===== src/rtl/clk_div_sched.sv =====
// clk_div_sched: programmable integer clock divider. It produces a divide-by-N
// clock, a one-cycle enable per divided period and a bypass select. Ratio
// changes arrive over a valid/ready handshake and are applied only on a
// divided-period boundary, so the divided clock never glitches.
module clk_div_sched #(
  parameter int DIV_W = 8
) (
  input  logic             i_clk,
  input  logic             i_rst,
  input  logic             i_cfg_valid,
  input  logic [DIV_W-1:0] i_cfg_div,
  output logic             o_cfg_ready,
  output logic             o_cfg_done,
  output logic             o_div_clk,
  output logic             o_clk_en,
  output logic             o_bypass,
  output logic             o_active
);

  typedef enum logic [1:0] {OFF, BYP, DIV} state_t;

  localparam logic [DIV_W-1:0] ONE   = DIV_W'(1);
  localparam logic [DIV_W:0]   ONE_W = (DIV_W+1)'(1);

  state_t           state, state_nxt;
  logic [DIV_W-1:0] cur, cur_nxt;
  logic [DIV_W-1:0] cnt, cnt_nxt;
  logic [DIV_W-1:0] pend, pend_nxt;
  logic             pend_vld, pend_vld_nxt;
  logic             done_q, done_nxt;
  logic             div_clk_q, div_clk_nxt;
  logic             accept, boundary, apply;
  logic [DIV_W-1:0] apply_div;
  logic [DIV_W:0]   half;

  // The applied ratio alone determines which mode the divider runs in.
  function automatic state_t decode(input logic [DIV_W-1:0] n);
    if (n == '0)       return OFF;
    else if (n == ONE) return BYP;
    else               return DIV;
  endfunction

  // Next-state logic: count, capture offers, and apply ratios on boundaries.
  // The divided clock is computed one cycle ahead so it comes straight off a flop.
  always_comb begin
    state_nxt    = state;
    cur_nxt      = cur;
    cnt_nxt      = cnt;
    pend_nxt     = pend;
    pend_vld_nxt = pend_vld;
    done_nxt     = 1'b0;
    apply        = 1'b0;
    apply_div    = i_cfg_div;
    accept       = i_cfg_valid && !pend_vld;
    boundary     = (state == DIV) && (cnt == cur - ONE);

    unique case (state)
      OFF, BYP: begin
        cnt_nxt = '0;
        if (accept) begin
          apply     = 1'b1;
          apply_div = i_cfg_div;
        end
      end
      DIV: begin
        if (boundary) begin
          cnt_nxt = '0;
          if (pend_vld) begin
            apply     = 1'b1;
            apply_div = pend;
          end else if (accept) begin
            apply     = 1'b1;
            apply_div = i_cfg_div;
          end
        end else begin
          cnt_nxt = cnt + ONE;
          if (accept) begin
            pend_nxt     = i_cfg_div;
            pend_vld_nxt = 1'b1;
          end
        end
      end
      default: begin
        state_nxt = OFF;
        cnt_nxt   = '0;
      end
    endcase

    if (apply) begin
      cur_nxt      = apply_div;
      cnt_nxt      = '0;
      pend_vld_nxt = 1'b0;
      done_nxt     = 1'b1;
      state_nxt    = decode(apply_div);
    end

    half        = ({1'b0, cur_nxt} + ONE_W) >> 1;
    div_clk_nxt = (state_nxt == DIV) && ({1'b0, cnt_nxt} < half);
  end

  // State register with synchronous reset; reset drops any pending ratio.
  always_ff @(posedge i_clk) begin
    if (i_rst) begin
      state     <= OFF;
      cur       <= '0;
      cnt       <= '0;
      pend      <= '0;
      pend_vld  <= 1'b0;
      done_q    <= 1'b0;
      div_clk_q <= 1'b0;
    end else begin
      state     <= state_nxt;
      cur       <= cur_nxt;
      cnt       <= cnt_nxt;
      pend      <= pend_nxt;
      pend_vld  <= pend_vld_nxt;
      done_q    <= done_nxt;
      div_clk_q <= div_clk_nxt;
    end
  end

  assign o_cfg_ready = !pend_vld;
  assign o_cfg_done  = done_q;
  assign o_div_clk   = div_clk_q;
  assign o_clk_en    = (state == BYP) || boundary;
  assign o_bypass    = (state == BYP);
  assign o_active    = (state != OFF);

endmodule


===== config.mk =====
export PLATFORM = sky130hd
export DESIGN_NAME = clk_div_sched
export DESIGN_NICKNAME = d
export VERILOG_FILES = /design/src/rtl/clk_div_sched.sv
export SDC_FILE = /design/constraint.sdc
export NUM_CORES = 1
export LEC_CHECK = 0
export BUFFER_PORTS_ARGS = -buffer_cell sky130_fd_sc_hd__buf_4
export CAP_MARGIN = 15
export CORE_ASPECT_RATIO = 0.9
export CORE_MARGIN = 3
export CORE_UTILIZATION = 55
export CTS_BUF_LIST = sky130_fd_sc_hd__clkbuf_2 sky130_fd_sc_hd__clkbuf_4 sky130_fd_sc_hd__clkbuf_8
export DETAILED_ROUTE_END_ITERATION = 10
export PLACE_DENSITY = 0.88
export SLEW_MARGIN = 20
export SYNTH_ARGS = -nofsm -noshare
export SYNTH_HDL_FRONTEND = slang
export SYNTH_SLANG_ARGS = --single-unit

===== constraint.sdc =====
create_clock -name i_clk -period 3.3 [get_ports i_clk]
set_clock_uncertainty 0.05 [all_clocks]
set_input_delay 0.165 -clock i_clk [delete_from_list [all_inputs] [get_ports i_clk]]
set_output_delay 0.165 -clock i_clk [all_outputs]
set_load 0.02 [all_outputs]

Word level (Yosys, flattened, before mapping)

Index checks and enable logic that the tools add are counted.

Register bits: 29
Input port bits: 11
Output and inout bits: 6
Word-level logic and storage cells: 45

Add/subtract/negate cells: 3
Magnitude comparators: 1
Eq/ne operators: 5
Muxes and demuxes: 16
Bitwise operators: 1
Reduce and logical (&&, ||, !) cells: 12

Operators by type and width:

| cell                | number |
|---|---|
| $mux 8              | 7 |
| $add 8x1->9 const B | 1 |
| $add 8x1->8 const B | 1 |
| $eq 8x1->1 const B  | 1 |
| $eq 8x8->1          | 1 |
| $logic_not 8->1     | 1 |
| $lt 8x8->1          | 1 |
| $mux 2              | 4 |
| $sub 8x1->8 const B | 1 |
| $eq 2x2->1 const B  | 2 |
| $mux 1              | 4 |
| $reduce_or 2->1     | 2 |
| $logic_and 1x1->1   | 3 |
| $reduce_and 3->1    | 1 |
| $reduce_or 3->1     | 1 |
| $eq 2x1->1 const B  | 1 |
| $logic_not 2->1     | 1 |
| $pmux 1 s2          | 1 |
| $reduce_bool 2->1   | 1 |
| $logic_not 1->1     | 1 |
| $logic_or 1x1->1    | 1 |
| $not 1->1           | 1 |

Logic depth before layout (Yosys ltp)

Depth after elaboration: 11
Gate-level depth with buffers: 16
Depth with buffers taken out: 15

Worst setup path after synthesis

OpenSTA, ideal clock, no wires.

Kind: reg2reg
Start: register cur[0]
End: register div_clk_q, in the netlist o_div_clk
Library setup time: 0.060 ns
Arrival time: 3.552 ns
Required time: 3.190 ns
Path slack: -0.362 ns
Stages on the path, launching flop included: 14
Path buffers: 0
Period minus slack after synthesis: 3.662 ns
Path through: dfxtp_1 > or3_4 > o31ai_1 > nand4b_1 > a2111oi_2 > mux2_2 > mux2_4 > nor4_4 > nand3_1 > xnor2_1 > ha_1 > and3_1 > a221oi_1 > o2111a_1

Cells in the longest elaborated chain, start to end: 11
Elaborated cells on any way between the ends: 20
Classes of those cells: 2 x add/sub; 1 x order compare; 3 x eq/ne; 11 x mux; 3 x reduce/logical

RTL lines:

| item                                                                 | line | RTL |
|---|---|---|
| start: declaration                                                   | 26   | `logic [DIV_W-1:0] cur, cur_nxt;` |
| start signal: assignment                                             | 113  | `cur <= cur_nxt;` |
| parallel branches: the longest is 10 deep, another holds $add 8x1->9 | --   |  |
| $logic_and 1x1->1 *                                                  | 98   | `div_clk_nxt = (state_nxt == DIV) && ({1'b0, cnt_nxt} < half);` |
| end signal: assignment                                               | 118  | `div_clk_q <= div_clk_nxt;` |
| end: declaration                                                     | 31   | `logic div_clk_q, div_clk_nxt;` |

Every way passes the cells marked *.
A chain may end at the register's enable or synchronous reset.

Worst setup path in the final report

Start: register cur[2]
End: register div_clk_q, in the netlist o_div_clk

Same word-level chain as after synthesis.

==> impl_metrics.csv <==
group,metric,value,unit
clock_tree,ctsHtreeMaxLevel,2,
layout,mostFrequentLayoutCells,"buf_4, nor2_1, dfxtp_1",
grt,grt_pass1_wl,8604,µm
layout,area_growth,41.39,%
routing,vias,1785,
clock_tree,clk_latency,0.29,ns
timing,tightest_slew,0.4700,ns
power_and_ir_drop,peakVddDrop,0.3154,mV
clock_tree,cts_buffers,5,
placed_design,place_hpwl,3812,µm
outcome,status,"complete, but fails checks",
power_and_ir_drop,p_leak,1.124,nW
layout,finalNonFillerCells,314,
placed_design,numPlacedInstances,302,
yosys,ys_seq_elements,29,
yosys,synth-seq-area-share,30.97,%
yosys,ys_types,47,
layout,postLayoutCoreUtil,83.81,%
grt,grt_overflow,0,
timing,setup_tns,-0.4628,ns
placed_design,place_ws,-0.5452,ns
routing,wire_per_inst,16.80,µm
setup_path,required,3.48,ns
routing,detail-route-antenna-nets,0,
layout,insertedDiodeCount,0,
timing,slew_viol_final,0,
yosys,yosys_warnings,0,
timing,fmax,265.8,MHz
grt,grt_pass1_vias,1804,
outcome,violations,"negative setup slack",
layout,drive_gt1_share,40.81,%
floorplanning,die_h,61.38,µm
power_and_ir_drop,power,1.033,mW
power_and_ir_drop,power_density,389.8,nW/µm²
clock_tree,clockBufferDepth,2,
floorplanning,initial_utilization,59.28,%
timing,finalHoldViolCount,0,
yosys,synthArstFlopShare,0,%
yosys,syn_area_per_cell,9.099,µm²
timing,period_minus_slack,3.763,ns
placed_design,gp_congestion,0.8746,
setup_path,critical_path.cell_chain,"or3_4, o31ai_2, nand4b_1, buf_4, a2111oi_4, buf_4, mux2_4, mux2_4, nor4_4, nand3_2, xnor2_2, ha_1, and3_4, a221oi_2, o2111a_1",
floorplanning,die_area,4145,µm²
yosys,postSynthCellCount,206,
layout,n_fill_cell,164,
clock_tree,clock-root-buffer,"clkbuf_8",
timing,setup_violations,1,
floorplanning,io_pins,17,
timing,max-slew-margin-rel,67.77,%
floorplanning,die_width,67.54,µm
routing,drt_iter0_drc,127,
job,drv_cap,0,
setup_path,start_kind,"register",
timing,setup_slack,-0.4628,ns
floorplanning,core-area,3162,µm²
grt,grt_use_total,28.33,%
yosys,syn_area,1874,µm²
setup_path,cp_data_arrival_time,3.94,ns
placed_design,io_buffers,16,
routing,vias_per_cell,5.685,
setup_path,crit_path_max_incr_delay,0.43,ns
min_path,hold_class,"in -> reg",
grt,antenna_found_initial,0,
layout,mostFrequentLayoutCell,"buf_4",
setup_path,cp_slowest_cell,"or3_4",
grt,grt_max_degree,29,
yosys,synth_nets,227,
clock_tree,cts.sinks,29,
routing,first_pass_iters,6,
yosys,synthFlopType,"dfxtp_1",
timing,rsz0062_at_grt,"true",
clock_tree,cts.clk_slew.worst_paths,0.07,ns
clock_tree,cts_tree,"done",
setup_path,critPathCaptureType,"register",
clock_tree,cts_hold_buf,0,
setup_path,crit_fanout,7,
routing,drc,0,
setup_path,path_class,"reg -> reg",
floorplanning,rows,19,
layout,nNetsFinal,292,
timing,fin_crit_sh,114.0,%
yosys,synth-edff-count,0,
routing,drt-total-wl,5275,µm
## synthesized netlist by cell type, types with 3 or more instances
cell type  instances  area share (%)
xnor2_1            9             4.2
a21oi_1            4             1.1
xor2_1            11             5.1
and3_1             5             1.7
clkbuf_1           5             1.0
nor2b_1            5             1.7
mux2i_1           13             6.9
nor4_1             4             1.3
a21o_1             3             1.2
inv_1              4            0.80
nor2_1            27             5.4
ha_1              10             6.7
nand2b_1           3             1.0
nand2_1            8             1.6
nand3_1            9             2.4
o21ai_0            4             1.1
dfxtp_1           29              31
nor3_1            13             3.5
mux2_2             4             2.4
## report_power, final
part / switching, mW / total (mW) / internal, mW / leakage [nW]
sequential: 0.0171 / 0.387 / 0.370 / 0.237
combinational: 0.173 / 0.353 / 0.180 / 0.838
clock: 0.138 / 0.292 / 0.154 / 0.0484
total: 0.329 / 1.03 / 0.704 / 1.12
## metrics by stage
step	instance area, µm²	hold WS, ns
after floorplan	2013	0.2622
after global routing	2650	0.1005
final	2650	0.09258
after CTS	2629	0.09129
after global placement	2487	0.3661
after detailed placement	2487	0.3855
## layout make-up
cell class | count | area (µm²) | area share, %
inverters | 5 | 18.77 | 0.7082
clock inverters | 2 | 10.01 | 0.3777
multi-input cells | 162 | 1386 | 52.31
well taps | 42 | 52.55 | 1.983
flip-flops and latches | 29 | 583.1 | 22.00
repair buffers | 68 | 523.0 | 19.74
clock buffers | 6 | 76.32 | 2.880
## flip-flops by register name (all words and copies together) (netlist names)
signal and flops:
pend 8, o_cfg_done 1, cur 8, o_div_clk 1, pend_vld 1, cnt 8
state 2
## logic make-up after synthesis
group / after synthesis / share of synthesized area, %
mux: 24 / 15.29
compound gates: 21 / 8.611
flops: 29 / 30.97
buf+inv: 15 / 3.938
simple gates: 87 / 25.17
fa+ha+maj: 10 / 6.676
xor+xnor: 20 / 9.346
## critical path: cells and delay by family (launching register included)
kind | cells | cell delay (ns)
muxes | 2 | 0.59
DFF | 1 | 0.32
adders and majority gates | 1 | 0.32
AOI/OAI and AO/OA | 4 | 0.82
buffers and inverters | 2 | 0.38
and+or+nand+nor | 5 | 1.07
xor gates and xnor gates | 1 | 0.16
## routing by layer
layer / vias to the layer above / track usage [%] / part of all wire [%] / wire (µm)
li1: 855 / - / - / -
met1: 866 / 34.87 / 44 / 2303
met2: 49 / 49.51 / 50 / 2618
met3: 15 / 5.292 / 4.2 / 219
met4: 0 / 10.40 / 2.5 / 134
met5: - / 0 / 0 / 0
## path summary, 6_finish.rpt
kind / from / to / slack (ns) / cells after the start
setup reg to reg: cur[2] / o_div_clk / -0.46 / 15
hold reg to reg: pend[0] / pend[0] / 0.48 / 2
setup / recovery: cur[2] / o_div_clk / -0.46 / 15
hold / removal: i_cfg_div[3] / pend[3] / 0.09 / 3
## timing repair
action | in CTS | in global routing
setup endpoints to repair | 1 | 1
pin swaps | 9 | 1
resized for setup | 3 | 4
buffers inserted | 3 | 1
No activity file was read; power rests on OpenSTA's default activity.
